**config.mk**
```make
export PLATFORM = sky130hd
export DESIGN_NAME = up_down_count_monitor
export DESIGN_NICKNAME = d
export VERILOG_FILES = /design/src/rtl/up_down_count_monitor.sv
export SDC_FILE = /design/constraint.sdc
export NUM_CORES = 1
export LEC_CHECK = 0
export ABC_AREA = 1
export BUFFER_PORTS_ARGS = -buffer_cell sky130_fd_sc_hd__buf_2
export CORE_ASPECT_RATIO = 0.75
export CORE_MARGIN = 4
export CORE_UTILIZATION = 43
export DETAILED_ROUTE_END_ITERATION = 7
export SYNTH_ARGS = -nofsm -noshare
export SYNTH_HDL_FRONTEND = slang
export SYNTH_SLANG_ARGS = --single-unit
```
**constraint.sdc**
```tcl
create_clock -name clk -period 5.2 [get_ports clk]
set_input_delay 0 -clock clk [delete_from_list [all_inputs] [get_ports clk]]
set_output_delay 0 -clock clk [all_outputs]
set_load 0.02 [all_outputs]
```
**src/rtl/up_down_count_monitor.sv**
```systemverilog
// Receiving-end checker for an up/down count bus: infers direction, tracks lock,
// and flags wraps, reversals and illegal steps with saturating statistics.
//
// state | meaning
// IDLE  | no history; next valid sample only seeds prev
// ACQ   | have a reference sample, waiting for a legal +1/-1 step to lock
// LOCK  | direction known, every valid sample is checked against prev
module up_down_count_monitor #(
    parameter int WIDTH = 3,
    parameter int CNT_W = 8
) (
    input  logic             clk,
    input  logic             clr,
    input  logic             in_valid,
    input  logic [WIDTH-1:0] count,
    output logic             locked,
    output logic             dir,
    output logic             wrap,
    output logic             rev,
    output logic             step_err,
    output logic [CNT_W-1:0] wrap_count,
    output logic [CNT_W-1:0] err_count
);

    typedef enum logic [1:0] {
        IDLE = 2'd0,
        ACQ  = 2'd1,
        LOCK = 2'd2
    } state_t;

    localparam logic [WIDTH-1:0] ONE_W   = WIDTH'(1);
    localparam logic [WIDTH-1:0] MAX_W   = {WIDTH{1'b1}};
    localparam logic [CNT_W-1:0] ONE_C   = CNT_W'(1);
    localparam logic [CNT_W-1:0] CNT_MAX = {CNT_W{1'b1}};

    state_t             state_q, state_d;
    logic [WIDTH-1:0]   prev_q, prev_d;
    logic               locked_q, locked_d;
    logic               dir_q, dir_d;
    logic               wrap_q, wrap_d;
    logic               rev_q, rev_d;
    logic               err_q, err_d;
    logic [CNT_W-1:0]   wcnt_q, wcnt_d;
    logic [CNT_W-1:0]   ecnt_q, ecnt_d;

    logic [WIDTH-1:0]   prev_inc, prev_dec;
    logic               is_hold, is_inc, is_dec;
    logic               step_up, step_dn, crosses;

    always_comb begin
        prev_inc = prev_q + ONE_W;
        prev_dec = prev_q - ONE_W;
        is_hold  = (count == prev_q);
        is_inc   = (count == prev_inc);
        is_dec   = (count == prev_dec);
        // Only a 1-bit bus makes +1 and -1 identical; keep the current direction then.
        if (is_inc && is_dec) begin
            step_dn = locked_q && dir_q;
            step_up = !step_dn;
        end else begin
            step_up = is_inc;
            step_dn = is_dec;
        end
        crosses = step_up ? (prev_q == MAX_W) : (prev_q == '0);
    end

    always_comb begin
        state_d  = state_q;
        prev_d   = prev_q;
        locked_d = locked_q;
        dir_d    = dir_q;
        wrap_d   = 1'b0;
        rev_d    = 1'b0;
        err_d    = 1'b0;
        wcnt_d   = wcnt_q;
        ecnt_d   = ecnt_q;
        if (in_valid) begin
            case (state_q)
                IDLE: begin
                    prev_d  = count;
                    state_d = ACQ;
                end
                ACQ, LOCK: begin
                    prev_d = count;
                    if (is_hold) begin
                        state_d = state_q;
                    end else if (step_up || step_dn) begin
                        state_d  = LOCK;
                        locked_d = 1'b1;
                        dir_d    = step_dn;
                        rev_d    = (state_q == LOCK) && (step_dn != dir_q);
                        wrap_d   = crosses;
                        if (crosses && (wcnt_q != CNT_MAX)) begin
                            wcnt_d = wcnt_q + ONE_C;
                        end
                    end else begin
                        state_d  = ACQ;
                        locked_d = 1'b0;
                        err_d    = 1'b1;
                        if (ecnt_q != CNT_MAX) begin
                            ecnt_d = ecnt_q + ONE_C;
                        end
                    end
                end
                default: state_d = IDLE;
            endcase
        end
    end

    always_ff @(posedge clk or negedge clr) begin
        if (!clr) begin
            state_q  <= IDLE;
            prev_q   <= '0;
            locked_q <= 1'b0;
            dir_q    <= 1'b0;
            wrap_q   <= 1'b0;
            rev_q    <= 1'b0;
            err_q    <= 1'b0;
            wcnt_q   <= '0;
            ecnt_q   <= '0;
        end else begin
            state_q  <= state_d;
            prev_q   <= prev_d;
            locked_q <= locked_d;
            dir_q    <= dir_d;
            wrap_q   <= wrap_d;
            rev_q    <= rev_d;
            err_q    <= err_d;
            wcnt_q   <= wcnt_d;
            ecnt_q   <= ecnt_d;
        end
    end

    assign locked     = locked_q;
    assign dir        = dir_q;
    assign wrap       = wrap_q;
    assign rev        = rev_q;
    assign step_err   = err_q;
    assign wrap_count = wcnt_q;
    assign err_count  = ecnt_q;

endmodule

```
==> impl_metrics.csv, run 1 <==
group,metric,value,unit
worst_hold_path,min_to,"prev_q[1]$_DFFE_PN0P_",
timing,timing.final.crit_share,38.7,%
timing,drv_slew,0,
setup_path,cp_max_fo,8,
synth,synth_edf_count,0,
run,maxCapViolCount,0,
setup_path,worstRegToRegCells,8,
timing,fin_setup_tns,0,ns
finish,final_nets,240,
timing,hold_viol_final,0,
timing,clock_skew,0.00272,ns
floorplanning,die_area,4810,µm²
clock_network,holdBufCountCts,1,
floorplanning,rows,18,
detailed_routing,drc,0,
setup_path,crit_required,5.36,ns
detailed_routing,vias,1347,
global_route,track_usage,15.0,%
synth,ys_top_cells_by_count,"nand2_1 (62), dfrtp_1 (26), inv_1 (20)",
synth,synth_async_sr_flop_share,100,%
floorplanning,die_w,78.7,µm
finish,drive_gt1_share,23.7,%
finish,final_core_util,54.2,%
synth,synth_area_per_cell,8.32,µm²
timing,period_minus_slack,2.01,ns
synth,ys.warnings.count,0,
pwr,cellLeakagePower,1.05,nW
setup_path,rrSetupSlack,3.19,ns
detailed_routing,vias_per_cell,4.92,
setup_path,cp_slowest_cell,"dfrtp_1",
placed_design,place_hpwl,2.50,mm
synth,synth_flop_cell,"dfrtp_1",
floorplanning,core,3450,µm²
synth,syn_nets,209,
worst_hold_path,min-delay-path-class,"input pin to register",
clock_network,insertion_delay,0.27,ns
clock_network,cts_sinks,26,
synth,yosys.area.top_type,"dfrtp_1",
global_route,grt_pass1_wl,5.76,mm
synth,mappedNetlistArea,1610,µm²
placed_design,port_buffers,26,
synth,synth_area_leaders,"dfrtp_1 (40%), nand2_1 (14%), ha_1 (7.0%), nand3_1 (5.3%), xor2_1 (4.9%)",
setup_path,critPathLaunchType,"register",
detailed_routing,dr.pass1.iters,4,
clock_network,worst_setup_hold_path_clk_slew,0.09,ns
global_route,antenna_found_initial,0,
setup_path,reg2reg_from,"prev_q[0]$_DFFE_PN0P_",
setup_path,slowest_delay,0.44,ns
pwr,power_density,415,nW/µm²
synth,synth_cell_type_count,25,
finish,fillerInstances,308,
setup_path,crit_chain,"ha_1 -> ha_1 -> xnor2_1 -> nand3_2 -> a21oi_2 -> nand4_2 -> nand2_1 -> nand2_1",
worst_hold_path,min_path_cells,3,
synth,ys_ff_latch,26,
setup_path,rr_endpoint,"wrap_count[7]$_DFFE_PN0P_",
placed_design,placed_area,1800,µm²
detailed_routing,ant_nets,0,
worst_hold_path,hp-start,"count[1]",
clock_network,clockBufferDepth,2,
timing,setup_viol,0,
floorplanning,pin_count,27,
clock_network,htree_levels,1,
synth,yosysSeqAreaShare,40.3,%
clock_network,cts_inserted_buffers,3,
synth,yosysMostFrequentCell,"nand2_1",
pwr,ir_drop,0.000165,V
timing,worst_slew_pin_slew,0.593,ns
synth,synth_top_area_share,40.3,%
timing,fmax,497,MHz
floorplanning,die_height,61.1,µm
detailed_routing,drt_iter0_drc,67,
setup_path,critPathCaptureType,"register",
detailed_routing,drt-total-wl,3.21,mm
clock_network,cts_tree,"built",
setup_path,crit_arrival,2.18,ns
status,run_status,"complete, no violations",
finish,post-route-cell-area,1870,µm²
timing,slew_headroom,60.5,%
setup_path,worstSetupPathType,"register to register",
clock_network,post_cts_buffers,0,
global_route,grt_max_degree,27,
placed_design,place_congestion,0.838,
clock_network,cts_resized,0,
finish,areaGrowthSynthToFinish,15.7,%
synth,syn_inst,194,
detailed_routing,wl_per_cell,11.7,µm
pwr,power.total,0.775,mW
global_route,grt_pass1_vias,1310,
floorplanning,initial_core_util,46.8,%
clock_network,clockRootBuffer,"clkbuf_8",
timing,rsz0062_at_grt,"no",
finish,diodes,0,
global_route,grt-ovfl-total,0,
[placed cells by master (no fill, tap or decap), types with 6 or more instances in the layout]
cell type   n
o21ai_0     6
nand2_1    62
inv_1      20
ha_1        9
dfrtp_1    26
xor2_1      9
buf_2      26
nand3_1    17
nor2_1      7
[flip-flops by register name (all words and copies together), names as in the netlist]
register and count:
wrap 1, rev 1, step_err 1, prev_q 3, locked 1, err_count 8
wrap_count 8, dir 1, state_q 2
[final cells by class]
| class | instances | area [µm²] | area share [%] |
|---|---|---|---|
| multi-input combinational | 143 | 870 | 46.6 |
| tap | 50 | 62.6 | 3.35 |
| timing repair buffer | 27 | 140 | 7.50 |
| clock buffer | 4 | 55.1 | 2.95 |
| sequential | 26 | 651 | 34.8 |
| inverter | 24 | 90.1 | 4.82 |
[worst max-delay path by stage]
stage                          startpoint                        end  cells past startpoint
floorplan           prev_q[0]$_DFFE_PN0P_  wrap_count[3]$_DFFE_PN0P_                      8
global placement    prev_q[0]$_DFFE_PN0P_  wrap_count[0]$_DFFE_PN0P_                      8
detailed placement  prev_q[0]$_DFFE_PN0P_  wrap_count[7]$_DFFE_PN0P_                      8
CTS                 prev_q[0]$_DFFE_PN0P_  wrap_count[7]$_DFFE_PN0P_                      8
global route        prev_q[0]$_DFFE_PN0P_  wrap_count[0]$_DFFE_PN0P_                      8
finish              prev_q[0]$_DFFE_PN0P_  wrap_count[7]$_DFFE_PN0P_                      8
[layer usage]
layer / track usage, % / wire length (µm)
met3: 3.22 / 138
met4: 2.24 / 11
met5: 0 / 0
met2: 25.9 / 1490
met1: 20.3 / 1570
[worst max-delay path: cells and delay by family (launching register included)]
kind | cells | cell delay (ns)
and+or+nand+nor | 4 | 0.57
adders and majority gates | 2 | 0.50
xor gates and xnor gates | 1 | 0.18
AOI/OAI and AO/OA | 1 | 0.22
DFF | 1 | 0.44
[power by group]
group / switching [mW] / internal (mW)
logic: 0.229 / 0.120
registers: 0.0448 / 0.251
clock network: 0.0632 / 0.0677
total: 0.337 / 0.438
[cells by family after synthesis]
| logic type | Yosys count | share of synthesized area, % |
|---|---|---|
| compound gates | 11 | 3.95 |
| simple gates | 110 | 35.9 |
| fa+ha+maj | 9 | 6.98 |
| flops | 26 | 40.3 |
| buf+inv | 25 | 5.81 |
| xor+xnor | 13 | 7.05 |
[per-stage QoR]
stage	hold slack [ns]	setup WS, ns	std cells
floorplan	-0.296	3.36	194
global placement	0.0350	3.25	269
detailed placement	0.0418	3.18	269
CTS	0.0317	3.16	274
global route	0.0364	3.01	274
finish	0.0348	3.19	274
Power figures use the tool's default switching activity.
==> inputs of run 2 (changes only) <==
- PLACE_DENSITY: unset -> 0.66
- clock period: 5.2 -> 1.8 ns (I/O delays scaled with it)
==> run 2 against run 1 <==
The run now ends with setup timing left. Combinational power rose to 3.6 times the previous value. Utilization up 5.6 points. Clock skew shrank 0.0011 ns. Clock power grew 140%.
==> impl_metrics.csv, run 2 (same netlist as run 1, synthesis figures left out) <==
group,metric,value,unit
worst_hold_path,hp-start,"count[1]",
setup_path,crit_path_start,"prev_q[1]$_DFFE_PN0P_",
setup_path,crit_chain,"ha_2 -> ha_4 -> xnor2_2 -> nand3_4 -> nand2_4 -> nand3_4 -> nor2_4 -> nand3_1 -> nand2_1",
detailed_routing,wl_per_cell,11.6,µm
status,run_status,"finished, violations left",
setup_path,reg2reg_from,"prev_q[1]$_DFFE_PN0P_",
timing,drv_slew,0,
pwr,power.total,2.43,mW
clock_network,insertion_delay,0.27,ns
finish,multi_input_area,996,µm²
finish,seq_area,651,µm²
pwr,cellLeakagePower,1.11,nW
floorplanning,initial_core_util,46.8,%
placed_design,place_hpwl,2.42,mm
clock_network,cts_sinks,26,
placed_design,place_congestion,0.800,
timing,rsz0062_at_grt,"yes",
timing,setup_viol,6,
finish,areaGrowthSynthToFinish,27.7,%
setup_path,critPathLaunchType,"register",
setup_path,worstRegToRegCells,9,
detailed_routing,drt-total-wl,3.30,mm
global_route,antenna_found_initial,0,
timing,clock_skew,0.00160,ns
worst_hold_path,min-delay-path-class,"input pin to register",
timing,hold_viol_final,0,
setup_path,crit_arrival,2.02,ns
setup_path,cp_slowest_cell,"dfrtp_1",
setup_path,cp_max_fo,4,
pwr,ir_drop,0.000641,V
floorplanning,die_area,4810,µm²
finish,drive_gt1_share,32.5,%
global_route,track_usage,14.7,%
floorplanning,die_height,61.1,µm
global_route,grt_pass1_vias,1217,
floorplanning,pin_count,27,
detailed_routing,vias_per_cell,4.65,
clock_network,htree_levels,1,
global_route,grt_pass1_wl,5.54,mm
setup_path,rrSetupSlack,-0.01,ns
clock_network,cts_tree,"built",
timing,period_minus_slack,1.81,ns
finish,final_common_cell,"nand2_1",
setup_path,critPathCaptureType,"register",
timing,postLayoutSetupSlackWorst,-0.0121,ns
pwr,power_density,1180,nW/µm²
timing,timing.final.crit_share,101,%
floorplanning,rows,18,
finish,mostFrequentLayoutCells,"nand2_1 (58), dfrtp_1 (26), buf_2 (26)",
clock_network,worst_setup_hold_path_clk_slew,0.08,ns
placed_design,port_buffers,26,
setup_path,slowest_delay,0.42,ns
finish,diodes,0,
detailed_routing,dr.pass1.iters,4,
timing,fmax,552,MHz
clock_network,clockRootBuffer,"clkbuf_8",
floorplanning,core,3450,µm²
setup_path,crit_end,"wrap_count[7]$_DFFE_PN0P_",
timing,worst_slew_pin_slew,0.566,ns
floorplanning,die_w,78.7,µm
setup_path,rr_endpoint,"wrap_count[7]$_DFFE_PN0P_",
clock_network,clockBufferDepth,2,
setup_path,worstSetupPathType,"register to register",
status,violations,"setup timing",
detailed_routing,drt_iter0_drc,98,
finish,fillerInstances,312,
clock_network,cts_inserted_buffers,3,
finish,final_nets,251,
global_route,grt-ovfl-total,0,
setup_path,critPathMostFrequentCell,"nand3_4",
global_route,grt_max_degree,27,
run,maxCapViolCount,0,
detailed_routing,ant_nets,0,
setup_path,crit_required,2.01,ns
timing,slew_headroom,62.3,%
detailed_routing,vias,1320,
timing,hold-worst-slack,0.0437,ns
detailed_routing,drc,0,
placed_design,pre_cts_ws,-0.107,ns
==> run 2: cell count changes in the layout (fill, tap and decap cells not counted), moves of 2 or more <==
| cell | change |
|---|---|
| ha_4 | +3 |
| inv_1 | -2 |
| buf_4 | +8 |
| inv_2 | +2 |
| nand2_2 | +3 |
| ha_1 | -4 |
| o21ai_0 | -2 |
| nand2_1 | -4 |
==> run 2: stage by stage <==
stage	instances	TNS [ns]	instance area (µm²)	utilization (%)
final	284	-0.0521	2060	59.8
after CTS	279	-0.405	1940	56.2
after global placement	274	-0.361	1860	53.8
after global routing	284	-1.18	2060	59.8
after detailed placement	274	-0.776	1860	53.8
after floorplan	194	0	1630	-
==> run 2: what timing repair did <==
| item | in CTS | in global routing |
|---|---|---|
| gates resized for setup | 3 | 16 |
| setup buffers | 1 | 3 |
| setup endpoints to repair | 9 | 21 |
| pin swaps | 0 | 7 |
| endpoints found under the hold margin | 26 | 0 |
| hold buffers | 1 | 0 |
| cloned | 0 | 2 |
==> run 2: how the worst min path moves through the flow <==
stage | depth (start not counted) | endpoint
floorplan | 0 | dir$_DFFE_PN0P_
global placement | 1 | prev_q[2]$_DFFE_PN0P_
detailed placement | 1 | prev_q[2]$_DFFE_PN0P_
CTS | 3 | prev_q[2]$_DFFE_PN0P_
global route | 3 | prev_q[0]$_DFFE_PN0P_
finish | 3 | prev_q[1]$_DFFE_PN0P_
==> run 2: cell type report <==
class	count	share of cell area [%]
Multi-Input combinational cell	145	48.3
Sequential cell	26	31.6
Timing Repair Buffer	36	10.7
Inverter	24	4.37
Tap cell	50	3.04
Clock buffer	3	2.00
==> run 2: metal layers <==
| layer | up-vias | track usage, % | wire (µm) | share of wire, % |
|---|---|---|---|---|
| met1 | 580 | 21.7 | 1740 | 53 |
| met3 | 4 | 4.09 | 223 | 6.8 |
| met4 | 0 | 3.74 | 18 | 0.55 |
| li1 | 699 | - | - | - |
| met5 | - | 0 | 0 | 0 |
| met2 | 37 | 21.3 | 1310 | 40 |
==> run 2: power by group <==
group          total (mW)  switching [mW]  internal, mW
logic                1.25           0.764         0.486
registers           0.857           0.132         0.725
clock network       0.319           0.169         0.150
total                2.43            1.07          1.36
==> run 2: critical path: cells and delay by family (launching register included) <==
kind          cells  cell delay (ns)
fa+ha+maj         2             0.48
flops             1             0.42
simple gates      6             0.73
xor+xnor          1             0.12
